==> config.mk <==
export PLATFORM = sky130hd
export DESIGN_NAME = alu_ex_stage
export DESIGN_NICKNAME = d
export VERILOG_FILES = /design/src/rtl/alu_ex_stage.sv
export SDC_FILE = /design/constraint.sdc
export NUM_CORES = 1
export LEC_CHECK = 0
export ABC_CLOCK_PERIOD_IN_PS = 1300
export CORE_AREA = 2 2 60 48
export CTS_BUF_LIST = sky130_fd_sc_hd__clkbuf_8
export DETAILED_ROUTE_END_ITERATION = 7
export DIE_AREA = 0 0 62 50
export DONT_BUFFER_PORTS = 1
export GPL_ROUTABILITY_DRIVEN = 0
export PLACE_DENSITY = 0.61
export SYNTH_ARGS = -nofsm -noshare
export SYNTH_HDL_FRONTEND = slang
export SYNTH_HIERARCHICAL = 1
export SYNTH_SLANG_ARGS = --single-unit
export TNS_END_PERCENT = 1
==> constraint.sdc <==
create_clock -name clk -period 1.3 [get_ports clk]
set_input_delay 0.26 -clock clk [delete_from_list [all_inputs] [get_ports clk]]
set_output_delay 0.26 -clock clk [all_outputs]
set_load 0.005 [all_outputs]
==> src/rtl/alu_ex_stage.sv <==
// Registered 8-bit add/subtract execute stage with {Z,N,C,V} flags, a sticky
// overflow flag and a delivered-result counter, behind a one-deep valid/ready slot.

// 8-bit ripple-carry adder/subtractor. For subtraction B is inverted and the
// carry-in is 1, so C_B = 1 means "no borrow".
module alu_addsub8 (
    output logic       overflow,
    output logic [7:0] S_D,
    output logic       C_B,
    input  logic [7:0] A,
    input  logic [7:0] B,
    input  logic       operator
);
    logic [7:0] b_eff;
    logic [8:0] carry;

    always_comb begin
        b_eff    = B ^ {8{operator}};
        carry    = '0;
        carry[0] = operator;
        S_D      = '0;
        for (int i = 0; i < 8; i++) begin
            S_D[i]       = A[i] ^ b_eff[i] ^ carry[i];
            carry[i + 1] = (A[i] & b_eff[i]) | (carry[i] & (A[i] ^ b_eff[i]));
        end
    end

    // Signed overflow: carry into the sign bit differs from carry out of it.
    assign C_B      = carry[8];
    assign overflow = carry[7] ^ carry[8];
endmodule

module alu_ex_stage #(
    parameter int STICKY_EN = 1
) (
    input  logic       clk,
    input  logic       rst,
    input  logic       in_valid,
    output logic       in_ready,
    input  logic [7:0] in_a,
    input  logic [7:0] in_b,
    input  logic       in_op,
    output logic       out_valid,
    input  logic       out_ready,
    output logic [7:0] out_res,
    output logic [3:0] out_flags,
    output logic       sticky_ovf,
    input  logic       ovf_clr,
    output logic [7:0] op_count
);
    // Handshake: a transfer happens on a rising edge where valid && ready are
    // both high. Producers hold data stable while valid && !ready; ready never
    // depends on the same side's valid (in_ready looks only at out_valid and
    // out_ready), so there is no combinational loop through the handshake.

    typedef enum logic {
        EMPTY = 1'b0,
        FULL  = 1'b1
    } state_t;

    state_t     state_q;
    state_t     state_d;

    logic       add_ovf;
    logic [7:0] add_sum;
    logic       add_carry;

    logic       accept;
    logic       deliver;
    logic [3:0] flags_d;

    alu_addsub8 u_addsub (
        .overflow (add_ovf),
        .S_D      (add_sum),
        .C_B      (add_carry),
        .A        (in_a),
        .B        (in_b),
        .operator (in_op)
    );

    assign out_valid = (state_q == FULL);
    assign in_ready  = !out_valid || out_ready;
    assign accept    = in_valid && in_ready;
    assign deliver   = out_valid && out_ready;
    assign flags_d   = {(add_sum == 8'h00), add_sum[7], add_carry, add_ovf};

    always_comb begin
        state_d = state_q;
        case (state_q)
            EMPTY: if (accept) state_d = FULL;
            FULL:  if (out_ready && !in_valid) state_d = EMPTY;
            default: state_d = EMPTY;
        endcase
    end

    always_ff @(posedge clk or posedge rst) begin
        if (rst) begin
            state_q <= EMPTY;
        end else begin
            state_q <= state_d;
        end
    end

    // Result registers load only on an accepted operand set and otherwise hold,
    // including after the slot empties.
    always_ff @(posedge clk or posedge rst) begin
        if (rst) begin
            out_res   <= '0;
            out_flags <= '0;
        end else if (accept) begin
            out_res   <= add_sum;
            out_flags <= flags_d;
        end
    end

    always_ff @(posedge clk or posedge rst) begin
        if (rst) begin
            op_count <= '0;
        end else if (deliver) begin
            op_count <= op_count + 8'd1;
        end
    end

    generate
        if (STICKY_EN != 0) begin : g_sticky
            // A new overflow wins over a clear arriving on the same edge.
            always_ff @(posedge clk or posedge rst) begin
                if (rst) begin
                    sticky_ovf <= 1'b0;
                end else if (accept && add_ovf) begin
                    sticky_ovf <= 1'b1;
                end else if (ovf_clr) begin
                    sticky_ovf <= 1'b0;
                end
            end
        end else begin : g_no_sticky
            assign sticky_ovf = 1'b0;
        end
    endgenerate
endmodule

==> results.md <==
- The routed length on met1 is 792 um.
- The signal on the critical path passes through mux2_2 -> fa_1 -> inv_1 -> fa_2 -> fa_2 -> fa_2 -> fa_2 -> fa_2 -> inv_2 -> fa_2 -> nor4_4 -> nand4_1 -> a21bo_2.
- The number of nets still failing antenna checks after routing is 0.
- The normalized max-slew margin is 0.804.
- The switching share of total power is 0.313.
- The data required time of the critical path is about 1.5 ns.
- The combinational power share is 0.297.
- The die covers between 3000 and 4000 um2.
- CTS built an H-tree with a depth of 1.
- For the final database, setup skew stands at 0.00370 ns.
- Setup repair after global routing could not meet its margin everywhere.
- The final-report max-slew violation count is 0.
- The total congestion overflow is 0.
- Counting every instance in the synthesized netlist gives 94.
- The highest metal layer with signal wires is met4.
- Static timing analysis puts the maximum clock frequency at 311 MHz.
- The number of global-route vias before repair came to 712.
- The number of antenna violations at the first check in global routing came to 0.
- The final number of hold-violating endpoints is 0.
- The wire length of the first global-routing pass is between 3000 and 4000 um.
- The largest net degree at the start of global routing is 22.
- The part of the Yosys area used for sequential elements is 0.442.
- The worst hold path begins at ovf_clr.
- The power per cell area is about 1600 nW/um2.
- The delay of the slowest cell on the worst path is 0.47 ns.
- Summed over all nets, wire length on met2 after detailed routing comes to 955 um.
- The flow ran to the end, but the final reports show violations.
- The highest fanout seen on the critical path is 2.
- The net switching component of the power is 664 uW.
- For the pin with the worst max-slew slack, the measured transition is around 0.29 ns.
- The largest vdd supply drop is 0.609 mV.
- The top cell family by delay on the critical path is adder cells.
- The kind of capture point of the worst setup path is a flip-flop.
- The clock-pin slew of the registers on the worst-case setup and hold paths is 0.07 ns.
- The worst hold path belongs to the class in2reg.
- The netlist uses 23 different library cells.
- The clock latency at the later pin of the worst-skew pair is 0.26 ns.
- The cell at the root of the clock tree is clkbuf_8.
- The standard-cell row count is 16.
- Setup violations remaining at the end of the flow were counted as 10.
- The register-to-register path setup slack is 0.11 ns.
- The tool flagged a number of max-cap violations equal to 0.
- The critical path's slowest cell is fa_2.
- The all-layer global routing usage is 0.141.
- Averaged over all synthesized cells, the footprint is 12.7 um2.
- The core area is 2500 um2.
- Of the available clock period, the critical path in the final layout requires 2.47.
- The total number of vias is around 690.
- The number of buffer and inverter stages on the critical path is 2.
- The post-layout minimum cycle time is 3.22 ns.
- The number of DRC markers in iteration 0 is 10.
- The net count of the finished layout is 135.
- STA classifies the critical path startpoint as a primary input.
- The setup slack after placement is -2.39 ns.
- Port buffering added 0 buffers.
- Counting every net in the synthesized netlist gives 124.
- The count of TritonRoute iterations in the first routing pass is 4.
- The most common library cell in the layout ignoring fill and taps is dfrtp_1.
- The checks that failed: setup timing.
- The total wire length is approximately 1900 um.
- The worst path arrival time is approximately 3.4 ns.
- The setup path with the least slack is of type in2reg.
- The capture point of the worst reg-to-reg path is out_res[6].
- In the post-route analysis, the smallest setup slack over all paths is -1.92 ns.
- The mapped netlist covers ~1200 um2.
- Relative to the synthesized area, the layout overhead comes to 14.2%.
- The post-detailed-route wirelength per cell is approximately 14 um.
- The number of sinks on the clock net is 21.
- The wire length on met3 is 125 um.
- The length in cells of the worst reg-to-reg path is 3.
- The half-perimeter wire length of the detailed placement result is approximately 1600 um.
- Counting instances, the worst hold path has a depth of 1.
- In the routed layout, each cell is associated on average with a via count of 4.95.
- For this configuration, the core starts out at a cell density of 0.475.
- The total internal power is 1460 uW.
- The worst hold slack across all endpoints is ~0.085 ns.
- The die outline width is roughly 62 um.
- For this design the top-level I/O count stands at 45.
- In the final layout, the share of cells above drive strength 1 is 0.356.
- The worst register-to-register path begins at out_valid.
- The height of the die is 50 um.
- The detailed-route DRC error count is 0.
- For hold timing, the worst endpoint is sticky_ovf.
- In this run, CTS created clock tree buffers numbering 3.
- TritonCTS built the clock tree.
- The top cell types in the final layout, fill and taps aside, are dfrtp_1, inv_1, xnor2_1.
- The clock share of power is 0.194.
- Counting along the longest clock path gives a buffer depth of 2.
- The relative contribution of sequential cells to total power is 0.509.
- Among the stages of the critical path, the cell type that occurs most often is fa_2.
- In this run the static leakage power is 0.000640 uW.
- The number of warning messages in the yosys log is 6.
- Counting flops and latches in the post-synthesis netlist gives 21.
- The number of antenna diodes in the final layout is 0.
==> worst max-delay path by stage <==
| stage | slack, ns | to | cells after the start | from |
|---|---|---|---|---|
| after floorplan | -2.18 | out_flags[3] | 14 | in_op |
| after global placement | -2.32 | out_flags[3] | 13 | in_b[0] |
| after detailed placement | -2.39 | out_flags[3] | 13 | in_b[0] |
| after CTS | -1.97 | out_flags[3] | 13 | in_b[0] |
| after global routing | -2.03 | out_flags[3] | 13 | in_b[0] |
| final | -1.92 | out_flags[3] | 13 | in_b[0] |
==> routing by layer <==
layer  GRT usage  up-vias
met5           0        -
met4      0.0319        0
met3      0.0787        5
met2       0.224       23
met1       0.163      347
li1            -      318
==> sequential cells by signal (all words and copies together), names as in the netlist <==
name        cells
op_count        8
out_res         7
out_flags       4
out_valid       1
sticky_ovf      1
==> synth_stat cells <==
master | count | area [um2]
dfrtp_1 | 21 | 526
inv_1 | 14 | 52.6
xnor2_1 | 11 | 96.3
mux2_4 | 8 | 120
fa_1 | 7 | 140
nand2_1 | 5 | 18.8
xor2_1 | 5 | 43.8
mux2_2 | 3 | 33.8
a21bo_2 | 2 | 20.0
buf_6 | 2 | 22.5
nand3_1 | 2 | 10.0
nand4_1 | 2 | 12.5
nor4_1 | 2 | 12.5
and3_1 | 1 | 6.26
and4_1 | 1 | 8.76
buf_4 | 1 | 7.51
ha_1 | 1 | 12.5
nand2_4 | 1 | 11.3
nand2b_4 | 1 | 13.8
nor2_1 | 1 | 3.75
nor3_1 | 1 | 5.00
o21ai_0 | 1 | 5.00
or2b_1 | 1 | 7.51
==> layout make-up <==
| class | count | area (um2) |
|---|---|---|
| fill | 239 | 1140 |
| tap | 36 | 45.0 |
| inverter | 14 | 52.6 |
| sequential | 21 | 526 |
| timing repair buffer | 9 | 70.1 |
| clock inverter | 1 | 5.00 |
| multi-input combinational | 56 | 619 |
| clock buffer | 3 | 41.3 |
==> power groups by stage <==
stage | registers, uW | logic (uW) | clock network, uW
6_report | 1080 | 629 | 411
5_1_grt | 1120 | 708 | 463
4_1_cts | 1090 | 626 | 428
3_5_place_dp | 1100 | 605 | 0
3_3_place_gp | 1090 | 582 | 0
2_1_floorplan | 1030 | 487 | 0
==> stage by stage <==
step	cells	utilization	area, um2	setup TNS [ns]	power (uW)
global placement	135	0.513	1280	-15.39	1670
CTS	140	0.540	1350	-12.42	2140
global route	140	0.543	1360	-13.21	2290
finish	140	0.543	1360	-12.42	2120
detailed placement	135	0.513	1280	-15.89	1700
floorplan	94	-	1210	-15.23	1520
==> repair_timing <==
item / CTS / global route
buffers inserted: 0 / 0
gates cloned: 0 / 0
hold buffers: 1 / 0
resized for setup: 5 / 2
endpoints found under the setup margin: 10 / 10
hold endpoints to repair: 21 / 0
==> worst register-to-register path, delay by kind of cell, from the launching register on <==
family | cells | cell delay, ns
DFF | 1 | 0.46
muxes | 1 | 0.36
and+or+nand+nor | 2 | 0.28
==> cells by family (layout without fill, tap and decap cells) <==
family	count (synthesis)	after routing	share of synthesized area
adder cells (fa/ha/maj)	8	8	0.128
flip-flops	21	21	0.442
XOR/XNOR	16	16	0.118
multiplexers	11	11	0.129
AO/OA/AOI/OAI	3	3	0.0210
AND/OR/NAND/NOR	18	18	0.0925
buffers and inverters	17	27	0.0694
Power figures use the tool's default switching activity.
